`src/rtl/mult_operand_feeder_pkg.sv`:
```
// mult_operand_feeder_pkg
//   Constants and helpers shared by the operand feeder, its FIFO and its
//   interface.
//   CYC_W     : width of the RUN-state cycle counter; this matches the
//               multiplier's 6-bit iteration counter, hence WIDTH <= 61.
//   cnt_width : width of an occupancy count able to hold 0..depth.
package mult_operand_feeder_pkg;

  localparam int CYC_W = 6;

  function automatic int cnt_width(input int depth);
    return $clog2(depth) + 1;
  endfunction

endpackage

```
`src/rtl/mult_operand_feeder_if.sv`:
```
// mult_operand_feeder_if
//   Bundles the operand stream, result stream, multiplier drive and status
//   signals of the operand feeder.
//   Operand stream : in_valid, in_ready, in_a, in_b
//   Result stream  : out_valid, out_ready, out_p
//   Multiplier     : mul_start, mul_a, mul_b (to multiplier), mul_o (from it)
//   Status         : fifo_count, busy
//   modport slave  : the feeder's view
//   modport master : the environment's view (producer, consumer, multiplier)
interface mult_operand_feeder_if
  import mult_operand_feeder_pkg::*;
#(
  parameter int WIDTH = 32,
  parameter int DEPTH = 4
);

  logic                          in_valid;
  logic                          in_ready;
  logic [WIDTH-1:0]              in_a;
  logic [WIDTH-1:0]              in_b;
  logic                          out_valid;
  logic                          out_ready;
  logic [2*WIDTH-1:0]            out_p;
  logic                          mul_start;
  logic [WIDTH-1:0]              mul_a;
  logic [WIDTH-1:0]              mul_b;
  logic [2*WIDTH-1:0]            mul_o;
  logic [cnt_width(DEPTH)-1:0]   fifo_count;
  logic                          busy;

  modport slave (
    input  in_valid, in_a, in_b, out_ready, mul_o,
    output in_ready, out_valid, out_p, mul_start, mul_a, mul_b, fifo_count, busy
  );

  modport master (
    output in_valid, in_a, in_b, out_ready, mul_o,
    input  in_ready, out_valid, out_p, mul_start, mul_a, mul_b, fifo_count, busy
  );

endinterface

```
`src/rtl/mult_operand_feeder_fifo.sv`:
```
// operand_fifo
//   Synchronous FIFO holding packed operand pairs for the feeder.
//   clk, rst : clock and synchronous active-high reset
//   push/din : write an entry (caller guarantees not full unless popping)
//   pop/dout : dout is the head entry; pop advances past it
//   count    : number of stored entries, 0..DEPTH
//   full     : count == DEPTH
//   empty    : count == 0
module operand_fifo
  import mult_operand_feeder_pkg::*;
#(
  parameter int DW    = 64,
  parameter int DEPTH = 4
) (
  input  logic                        clk,
  input  logic                        rst,
  input  logic                        push,
  input  logic [DW-1:0]               din,
  input  logic                        pop,
  output logic [DW-1:0]               dout,
  output logic [cnt_width(DEPTH)-1:0] count,
  output logic                        full,
  output logic                        empty
);

  localparam int AW = $clog2(DEPTH);
  localparam int CW = cnt_width(DEPTH);

  logic [DW-1:0] mem [DEPTH];
  logic [AW-1:0] wr_ptr;
  logic [AW-1:0] rd_ptr;
  logic [CW-1:0] count_q;

  // DEPTH is a power of two, so the pointers wrap by plain overflow.
  always_ff @(posedge clk) begin
    if (rst) begin
      wr_ptr  <= '0;
      rd_ptr  <= '0;
      count_q <= '0;
    end else begin
      if (push) wr_ptr <= wr_ptr + 1'b1;
      if (pop)  rd_ptr <= rd_ptr + 1'b1;
      case ({push, pop})
        2'b10:   count_q <= count_q + 1'b1;
        2'b01:   count_q <= count_q - 1'b1;
        default: count_q <= count_q;
      endcase
    end
  end

  // Storage needs no reset: an entry is only read after being written.
  always_ff @(posedge clk) begin
    if (push) mem[wr_ptr] <= din;
  end

  assign dout  = mem[rd_ptr];
  assign count = count_q;
  assign full  = (count_q == CW'(DEPTH));
  assign empty = (count_q == '0);

endmodule

```
`src/rtl/mult_operand_feeder.sv`:
```
// mult_operand_feeder
//   Queues operand pairs, feeds them one at a time to a sequential shift-add
//   multiplier through its level-sensitive start/A/B protocol, and presents
//   each product on a valid/ready result stream with backpressure.
//   clk  : clock, rising edge
//   rst  : synchronous active-high reset
//   bus  : mult_operand_feeder_if.slave (operand stream, result stream,
//          multiplier drive/return, fifo_count, busy)
//
//   state   | meaning
//   --------+----------------------------------------------------------
//   IDLE    | start low; pop the FIFO head when one is queued
//   RUN     | start high; count cycles until the product is settled
//   HOLD    | start high to keep the product stable until it can be taken
//   RECOVER | start low for one cycle so the multiplier clears itself
module mult_operand_feeder
  import mult_operand_feeder_pkg::*;
#(
  parameter int WIDTH = 32,
  parameter int DEPTH = 4
) (
  input  logic                 clk,
  input  logic                 rst,
  mult_operand_feeder_if.slave bus
);

  localparam int CW = cnt_width(DEPTH);

  localparam logic [1:0] S_IDLE    = 2'd0;
  localparam logic [1:0] S_RUN     = 2'd1;
  localparam logic [1:0] S_HOLD    = 2'd2;
  localparam logic [1:0] S_RECOVER = 2'd3;

  // Last RUN cycle; the capture happens on the edge that ends it.
  localparam logic [CYC_W-1:0] CYC_LAST = CYC_W'(WIDTH + 2);

  logic [1:0]         state_q;
  logic [1:0]         state_d;
  logic [CYC_W-1:0]   cyc_q;
  logic               pop;
  logic               push;
  logic               capture;
  logic               capture_ok;
  logic               full;
  logic               empty;
  logic [CW-1:0]      count;
  logic [2*WIDTH-1:0] head;
  logic [WIDTH-1:0]   mul_a_q;
  logic [WIDTH-1:0]   mul_b_q;
  logic [2*WIDTH-1:0] out_p_q;
  logic               out_valid_q;
  logic               mul_start;
  logic               busy;

  // in_ready is derived from the registered count only, never from pop.
  assign push = bus.in_valid && !full;

  operand_fifo #(
    .DW    (2*WIDTH),
    .DEPTH (DEPTH)
  ) u_fifo (
    .clk   (clk),
    .rst   (rst),
    .push  (push),
    .din   ({bus.in_a, bus.in_b}),
    .pop   (pop),
    .dout  (head),
    .count (count),
    .full  (full),
    .empty (empty)
  );

  // The result register can take a new product when it is empty or is
  // being drained on this very edge.
  assign capture_ok = !out_valid_q || bus.out_ready;

  always_ff @(posedge clk) begin
    if (rst) state_q <= S_IDLE;
    else     state_q <= state_d;
  end

  always_comb begin
    state_d = state_q;
    pop     = 1'b0;
    capture = 1'b0;
    case (state_q)
      S_IDLE: begin
        if (!empty) begin
          pop     = 1'b1;
          state_d = S_RUN;
        end
      end
      S_RUN: begin
        if (cyc_q == CYC_LAST) begin
          if (capture_ok) begin
            capture = 1'b1;
            state_d = S_RECOVER;
          end else begin
            state_d = S_HOLD;
          end
        end
      end
      S_HOLD: begin
        if (capture_ok) begin
          capture = 1'b1;
          state_d = S_RECOVER;
        end
      end
      default: state_d = S_IDLE;
    endcase
  end

  always_comb begin
    mul_start = (state_q == S_RUN) || (state_q == S_HOLD);
    busy      = (state_q != S_IDLE) || (count != '0);
  end

  always_ff @(posedge clk) begin
    if (rst) begin
      cyc_q       <= '0;
      mul_a_q     <= '0;
      mul_b_q     <= '0;
      out_p_q     <= '0;
      out_valid_q <= 1'b0;
    end else begin
      if (pop) begin
        cyc_q   <= '0;
        mul_a_q <= head[2*WIDTH-1:WIDTH];
        mul_b_q <= head[WIDTH-1:0];
      end else if (state_q == S_RUN) begin
        cyc_q <= cyc_q + 1'b1;
      end
      // A capture on the same edge as a handshake keeps out_valid high.
      if (capture) begin
        out_p_q     <= bus.mul_o;
        out_valid_q <= 1'b1;
      end else if (bus.out_ready) begin
        out_valid_q <= 1'b0;
      end
    end
  end

  assign bus.in_ready   = !full;
  assign bus.out_valid  = out_valid_q;
  assign bus.out_p      = out_p_q;
  assign bus.mul_start  = mul_start;
  assign bus.mul_a      = mul_a_q;
  assign bus.mul_b      = mul_b_q;
  assign bus.fifo_count = count;
  assign bus.busy       = busy;

endmodule

```
`src/flat_wrapper.sv`:
```
// flat-port wrapper written by rule: the top's interface ports become plain ports
module mult_operand_feeder_flat import mult_operand_feeder_pkg::*;
#(
  parameter int WIDTH = 32,
  parameter int DEPTH = 4
)
  (clk, rst, bus_in_valid, bus_in_a, bus_in_b, bus_out_ready, bus_mul_o, bus_in_ready, bus_out_valid, bus_out_p, bus_mul_start, bus_mul_a, bus_mul_b, bus_fifo_count, bus_busy);
  mult_operand_feeder_if #(.WIDTH(WIDTH), .DEPTH(DEPTH)) bus_i ();
  input  logic clk;
  input  logic rst;
  input wire logic [$bits(bus_i.in_valid)-1:0] bus_in_valid;
  input wire logic [$bits(bus_i.in_a)-1:0] bus_in_a;
  input wire logic [$bits(bus_i.in_b)-1:0] bus_in_b;
  input wire logic [$bits(bus_i.out_ready)-1:0] bus_out_ready;
  input wire logic [$bits(bus_i.mul_o)-1:0] bus_mul_o;
  output wire logic [$bits(bus_i.in_ready)-1:0] bus_in_ready;
  output wire logic [$bits(bus_i.out_valid)-1:0] bus_out_valid;
  output wire logic [$bits(bus_i.out_p)-1:0] bus_out_p;
  output wire logic [$bits(bus_i.mul_start)-1:0] bus_mul_start;
  output wire logic [$bits(bus_i.mul_a)-1:0] bus_mul_a;
  output wire logic [$bits(bus_i.mul_b)-1:0] bus_mul_b;
  output wire logic [$bits(bus_i.fifo_count)-1:0] bus_fifo_count;
  output wire logic [$bits(bus_i.busy)-1:0] bus_busy;
  assign bus_i.in_valid = bus_in_valid;
  assign bus_i.in_a = bus_in_a;
  assign bus_i.in_b = bus_in_b;
  assign bus_i.out_ready = bus_out_ready;
  assign bus_i.mul_o = bus_mul_o;
  assign bus_in_ready = bus_i.in_ready;
  assign bus_out_valid = bus_i.out_valid;
  assign bus_out_p = bus_i.out_p;
  assign bus_mul_start = bus_i.mul_start;
  assign bus_mul_a = bus_i.mul_a;
  assign bus_mul_b = bus_i.mul_b;
  assign bus_fifo_count = bus_i.fifo_count;
  assign bus_busy = bus_i.busy;
  mult_operand_feeder #(.WIDTH(WIDTH), .DEPTH(DEPTH)) u_core (.clk(clk), .rst(rst), .bus(bus_i));
endmodule
```
`config.mk`:
```
export PLATFORM = sky130hd
export DESIGN_NAME = mult_operand_feeder_flat
export DESIGN_NICKNAME = d
export VERILOG_FILES = /design/src/rtl/mult_operand_feeder_pkg.sv /design/src/rtl/mult_operand_feeder_if.sv /design/src/rtl/mult_operand_feeder_fifo.sv /design/src/rtl/mult_operand_feeder.sv /design/src/flat_wrapper.sv
export SDC_FILE = /design/constraint.sdc
export NUM_CORES = 1
export LEC_CHECK = 0
export ABC_AREA = 1
export CAP_MARGIN = 20
export CORE_UTILIZATION = 42
export DETAILED_ROUTE_END_ITERATION = 12
export PLACE_DENSITY = 0.66
export SLEW_MARGIN = 20
export SYNTH_ARGS = -nofsm -noshare
export SYNTH_HDL_FRONTEND = slang
export SYNTH_SLANG_ARGS = --single-unit
export TNS_END_PERCENT = 30
```
`constraint.sdc`:
```
create_clock -name clk -period 11.8 [get_ports clk]
set_clock_uncertainty 0.2 [all_clocks]
set_input_delay 2.36 -clock clk [delete_from_list [all_inputs] [get_ports clk]]
set_output_delay 2.36 -clock clk [all_outputs]
set_load 0.02 [all_outputs]
```
==> run_summary.xml <==
<?xml version="1.0" encoding="UTF-8"?>
<metrics>
  <group name="finish">
    <metric name="flow.area_growth_from_synthesis" unit="%">26.9</metric>
    <metric name="layout-drive-gt1-share" unit="%">5.35</metric>
    <metric name="num_antenna_cells" unit="">0</metric>
    <metric name="multi_input_gate_area_in_the_final_layout" unit="mm²">0.00403</metric>
    <metric name="number_of_fill_cells" unit="">3136</metric>
    <metric name="final_net_count" unit="">1812</metric>
    <metric name="final_standard_cell_count_with_taps_included_and_fillers_excluded" unit="">2162</metric>
    <metric name="area.sequential" unit="mm²">0.0106</metric>
  </group>
  <group name="sta">
    <metric name="final_clock_period_utilization_by_the_worst_path" unit="%">39.9</metric>
    <metric name="final_worst_path_period_need" unit="ns">4.71</metric>
    <metric name="grt_setup_unrepaired" unit="">no</metric>
    <metric name="drv_slew" unit="">0</metric>
    <metric name="timing.final.hold_violations" unit="">0</metric>
    <metric name="relSlewSlack" unit="%">25.3</metric>
    <metric name="worstMarginPinSlew" unit="ns">1.12</metric>
    <metric name="maxClockFrequency" unit="GHz">0.212</metric>
    <metric name="finalSetupTns" unit="ns">0</metric>
    <metric name="count_of_endpoints_failing_setup_in_the_final_report" unit="">0</metric>
  </group>
  <group name="run">
    <metric name="max_cap_viol_count" unit="">0</metric>
  </group>
  <group name="synth">
    <metric name="synthDominantAreaCellType" unit="">sky130_fd_sc_hd__edfxtp_1</metric>
    <metric name="synth.lib_cells_used.distinct" unit="">28</metric>
    <metric name="count_of_state_elements_after_synthesis" unit="">400</metric>
    <metric name="ys_top_cells_by_area" unit="">sky130_fd_sc_hd__edfxtp_1 50%, sky130_fd_sc_hd__dfxtp_1 19%, sky130_fd_sc_hd__nor2_1 8.2%</metric>
    <metric name="synth.net_count" unit="">1588</metric>
    <metric name="synth_top_cell_area_share" unit="%">49.7</metric>
    <metric name="combined_area_of_all_synthesized_cells" unit="mm²">0.0155</metric>
    <metric name="synthesis.area_per_instance" unit="µm²">10.7</metric>
    <metric name="synth-seq-area-share" unit="%">68.3</metric>
    <metric name="syn_inst" unit="">1444</metric>
    <metric name="count_of_warnings_emitted_by_yosys" unit="">0</metric>
  </group>
  <group name="critical_path">
    <metric name="setup.reg_to_reg.worst_slack" unit="ns">9.08</metric>
    <metric name="timing.critical_path.slowest_stage_cell" unit="">sky130_fd_sc_hd__clkdlybuf4s50_1</metric>
    <metric name="cp.buffers_inverters" unit="">2</metric>
    <metric name="critical_path.endpoint_type" unit="">output port</metric>
    <metric name="slowest_stage_delay_cp" unit="ns">0.67</metric>
    <metric name="worstPathMaxFanout" unit="">29</metric>
    <metric name="timing.critical_path.arrival" unit="ns">2.15</metric>
    <metric name="worst-endpoint-required" unit="ns">9.24</metric>
    <metric name="worst_path_dominant_cell_family" unit="">buffers and inverters</metric>
    <metric name="timing.setup.critical_path_class" unit="">flop to output port</metric>
    <metric name="critical_path.startpoint_type" unit="">flop</metric>
    <metric name="path_cells" unit="">inv_1 &gt; ha_4 &gt; clkdlybuf4s50_1</metric>
  </group>
  <group name="routing">
    <metric name="detail_route.vias_per_cell" unit="">5.13</metric>
    <metric name="detailedRoute.firstIterationViolations" unit="">526</metric>
    <metric name="ant_nets" unit="">0</metric>
    <metric name="detail_route.wl_per_cell" unit="µm">17.4</metric>
    <metric name="via_count_of_the_routed_design" unit="">11084</metric>
    <metric name="residual_drc_count" unit="">0</metric>
    <metric name="wirelength" unit="µm">37500</metric>
    <metric name="dr.pass1.iters" unit="">5</metric>
  </group>
  <group name="die">
    <metric name="chipWidth" unit="µm">194</metric>
    <metric name="chipHeight" unit="µm">194</metric>
    <metric name="row_count" unit="">69</metric>
    <metric name="starting_density_of_the_core" unit="%">43.1</metric>
    <metric name="ios" unit="">267</metric>
    <metric name="core_area" unit="mm²">0.0359</metric>
    <metric name="die-area" unit="mm²">0.0376</metric>
  </group>
  <group name="power_and_ir_drop">
    <metric name="leakage" unit="µW">0.00711</metric>
    <metric name="vdd.ir_drop.worst" unit="mV">0.157</metric>
    <metric name="p_per_area" unit="mW/mm²">242</metric>
  </group>
  <group name="place">
    <metric name="port-buffer-count" unit="">266</metric>
    <metric name="gp_congestion" unit="">0.755</metric>
    <metric name="placed_cells_incl_taps" unit="">2085</metric>
    <metric name="dp_hpwl" unit="µm">20800</metric>
  </group>
  <group name="grt">
    <metric name="grt_pass1_vias" unit="">10699</metric>
    <metric name="antenna_found_initial" unit="">2</metric>
    <metric name="grt.overflow.total" unit="">0</metric>
    <metric name="global_route_wire_length_before_repair" unit="µm">58300</metric>
    <metric name="grt_max_degree" unit="">109</metric>
    <metric name="gr-usage-all-layers" unit="%">19.5</metric>
  </group>
  <group name="min_path">
    <metric name="holdCritPathClass" unit="">flop to flop</metric>
  </group>
  <group name="cts">
    <metric name="cts-resized-gates" unit="">0</metric>
    <metric name="cts.clk_slew.worst_paths" unit="ns">0.05</metric>
    <metric name="clk_latency" unit="ns">0.56</metric>
    <metric name="cts_htree_levels" unit="">2</metric>
    <metric name="number_of_clock_sinks" unit="">400</metric>
    <metric name="cts_hold_buffers" unit="">0</metric>
    <metric name="cts_buffers" unit="">42</metric>
    <metric name="clock_path_buffers" unit="">3</metric>
    <metric name="cts.root.buffer_cell" unit="">sky130_fd_sc_hd__clkbuf_16</metric>
    <metric name="tritoncts" unit="">done</metric>
    <metric name="cts.repair_timing.setup_buffer_count" unit="">0</metric>
  </group>
  <group name="run_status">
    <metric name="outcome" unit="">complete, no violations</metric>
  </group>
</metrics>
[through the flow]
stage	utilization (%)	worst slack [ns]	hold WS, ns	cell area (µm²)	total power, µW
6_report	54.7	7.09	0.281	19600	4750
5_1_grt	54.7	7.01	0.315	19600	5030
4_1_cts	54.7	7.05	0.282	19600	4800
3_5_place_dp	50.9	6.86	0.268	18300	3490
3_3_place_gp	50.9	6.90	0.261	18300	3470
2_1_floorplan	-	5.89	0.272	15500	2960
[synthesized netlist by cell type]
cell type,instances
sky130_fd_sc_hd__nand2_2,2
sky130_fd_sc_hd__buf_6,24
sky130_fd_sc_hd__xor2_1,1
sky130_fd_sc_hd__edfxtp_1,256
sky130_fd_sc_hd__nor2_2,1
sky130_fd_sc_hd__buf_1,10
sky130_fd_sc_hd__o31ai_2,1
sky130_fd_sc_hd__or2_2,1
sky130_fd_sc_hd__nor3b_1,2
sky130_fd_sc_hd__ha_1,11
sky130_fd_sc_hd__o21ai_0,96
sky130_fd_sc_hd__o22ai_1,64
sky130_fd_sc_hd__a21oi_1,76
sky130_fd_sc_hd__nand3_1,68
sky130_fd_sc_hd__a31oi_4,1
sky130_fd_sc_hd__clkbuf_1,45
sky130_fd_sc_hd__dfxtp_1,144
sky130_fd_sc_hd__nand3b_1,1
sky130_fd_sc_hd__buf_4,7
sky130_fd_sc_hd__nand2_1,84
sky130_fd_sc_hd__nand4_1,1
sky130_fd_sc_hd__o21ai_1,105
sky130_fd_sc_hd__nor2_1,337
sky130_fd_sc_hd__xnor2_1,1
sky130_fd_sc_hd__buf_2,13
sky130_fd_sc_hd__fa_1,1
sky130_fd_sc_hd__inv_2,5
sky130_fd_sc_hd__inv_1,86
[flip-flops by register name, summed over array words and instances (netlist names)]
signal                flops
u_core.bus.mul_b         32
u_core.u_fifo.mem       256
u_core.bus.mul_a         32
u_core.u_fifo.rd_ptr      2
u_core.state_q            2
u_core.bus.out_valid      1
u_core.u_fifo.count       3
u_core.bus.out_p         64
u_core.cyc_q              6
u_core.u_fifo.wr_ptr      2
[area by class of cell]
class,instances,share of cell area (%)
timing repair buffer,279,14.1
clock inverter,11,0.784
inverter,91,1.76
clock buffer,66,6.10
tap,461,2.94
sequential,400,53.8
multi-input combinational,854,20.5
[logic make-up (layout without fill, tap and decap cells)]
kind of cell    Yosys count  count (layout)  synth area share [%]
xor+xnor                  2               2                 0.113
compound gates          343             343                  11.8
fa+ha+maj                12              12                  1.02
simple gates            497             497                  12.8
buf+inv                 190             447                  6.05
flops                   400             400                  68.3
[path summary, 6_finish.rpt]
kind | startpoint | to | cells past startpoint
hold reg to reg | u_core.bus.out_p[8]$_SDFFE_PP0P_ | u_core.bus.out_p[8]$_SDFFE_PP0P_ | 2
setup / recovery | u_core.state_q[0]$_SDFFE_PP0P_ | bus_mul_start | 3
hold / removal | u_core.bus.out_p[8]$_SDFFE_PP0P_ | u_core.bus.out_p[8]$_SDFFE_PP0P_ | 2
setup reg to reg | u_core.state_q[1]$_SDFFE_PP0P_ | u_core.bus.out_p[29]$_SDFFE_PP0P_ | 10
[worst reg2reg max path: stages (launching register included)]
cell,delay (ns)
sky130_fd_sc_hd__dfxtp_1,0.33
sky130_fd_sc_hd__inv_1,0.11
sky130_fd_sc_hd__ha_1,0.28
sky130_fd_sc_hd__inv_2,0.09
sky130_fd_sc_hd__nor2_1,0.10
sky130_fd_sc_hd__nand2_1,0.09
sky130_fd_sc_hd__nand2_4,0.23
sky130_fd_sc_hd__buf_4,0.78
sky130_fd_sc_hd__nand3_1,0.22
sky130_fd_sc_hd__nand2_1,0.12
sky130_fd_sc_hd__nor2_1,0.05
[where the power goes]
group	switching [µW]	internal [µW]
registers	113	1730
clock network	532	767
logic	1040	565
[cell usage in the layout (no fill, tap or decap), types with 2 or more instances in the layout]
cell / count
sky130_fd_sc_hd__inv_2: 5
sky130_fd_sc_hd__clkinv_1: 2
sky130_fd_sc_hd__clkbuf_8: 5
sky130_fd_sc_hd__nor3b_1: 2
sky130_fd_sc_hd__a21oi_1: 76
sky130_fd_sc_hd__clkdlybuf4s50_1: 266
sky130_fd_sc_hd__ha_1: 10
sky130_fd_sc_hd__clkinv_2: 4
sky130_fd_sc_hd__inv_1: 84
sky130_fd_sc_hd__clkbuf_1: 17
sky130_fd_sc_hd__o22ai_1: 64
sky130_fd_sc_hd__o21ai_1: 105
sky130_fd_sc_hd__clkbuf_4: 2
sky130_fd_sc_hd__buf_4: 12
sky130_fd_sc_hd__nand2_1: 84
sky130_fd_sc_hd__bufinv_16: 3
sky130_fd_sc_hd__nor2_4: 4
sky130_fd_sc_hd__clkbuf_16: 42
sky130_fd_sc_hd__nand3_1: 68
sky130_fd_sc_hd__inv_4: 2
sky130_fd_sc_hd__nor2_1: 333
sky130_fd_sc_hd__dfxtp_1: 142
sky130_fd_sc_hd__o21ai_0: 96
sky130_fd_sc_hd__edfxtp_1: 256
[routing by layer]
| layer | GRT usage (%) | up-vias | part of all wire [%] |
|---|---|---|---|
| met2 | 32.9 | 339 | 47 |
| met5 | 0 | - | 0.072 |
| li1 | - | 5401 | - |
| met3 | 4.49 | 58 | 7.2 |
| met4 | 4.53 | 4 | 1.7 |
| met1 | 25.4 | 5282 | 44 |
(Power assumes the default switching activity.)
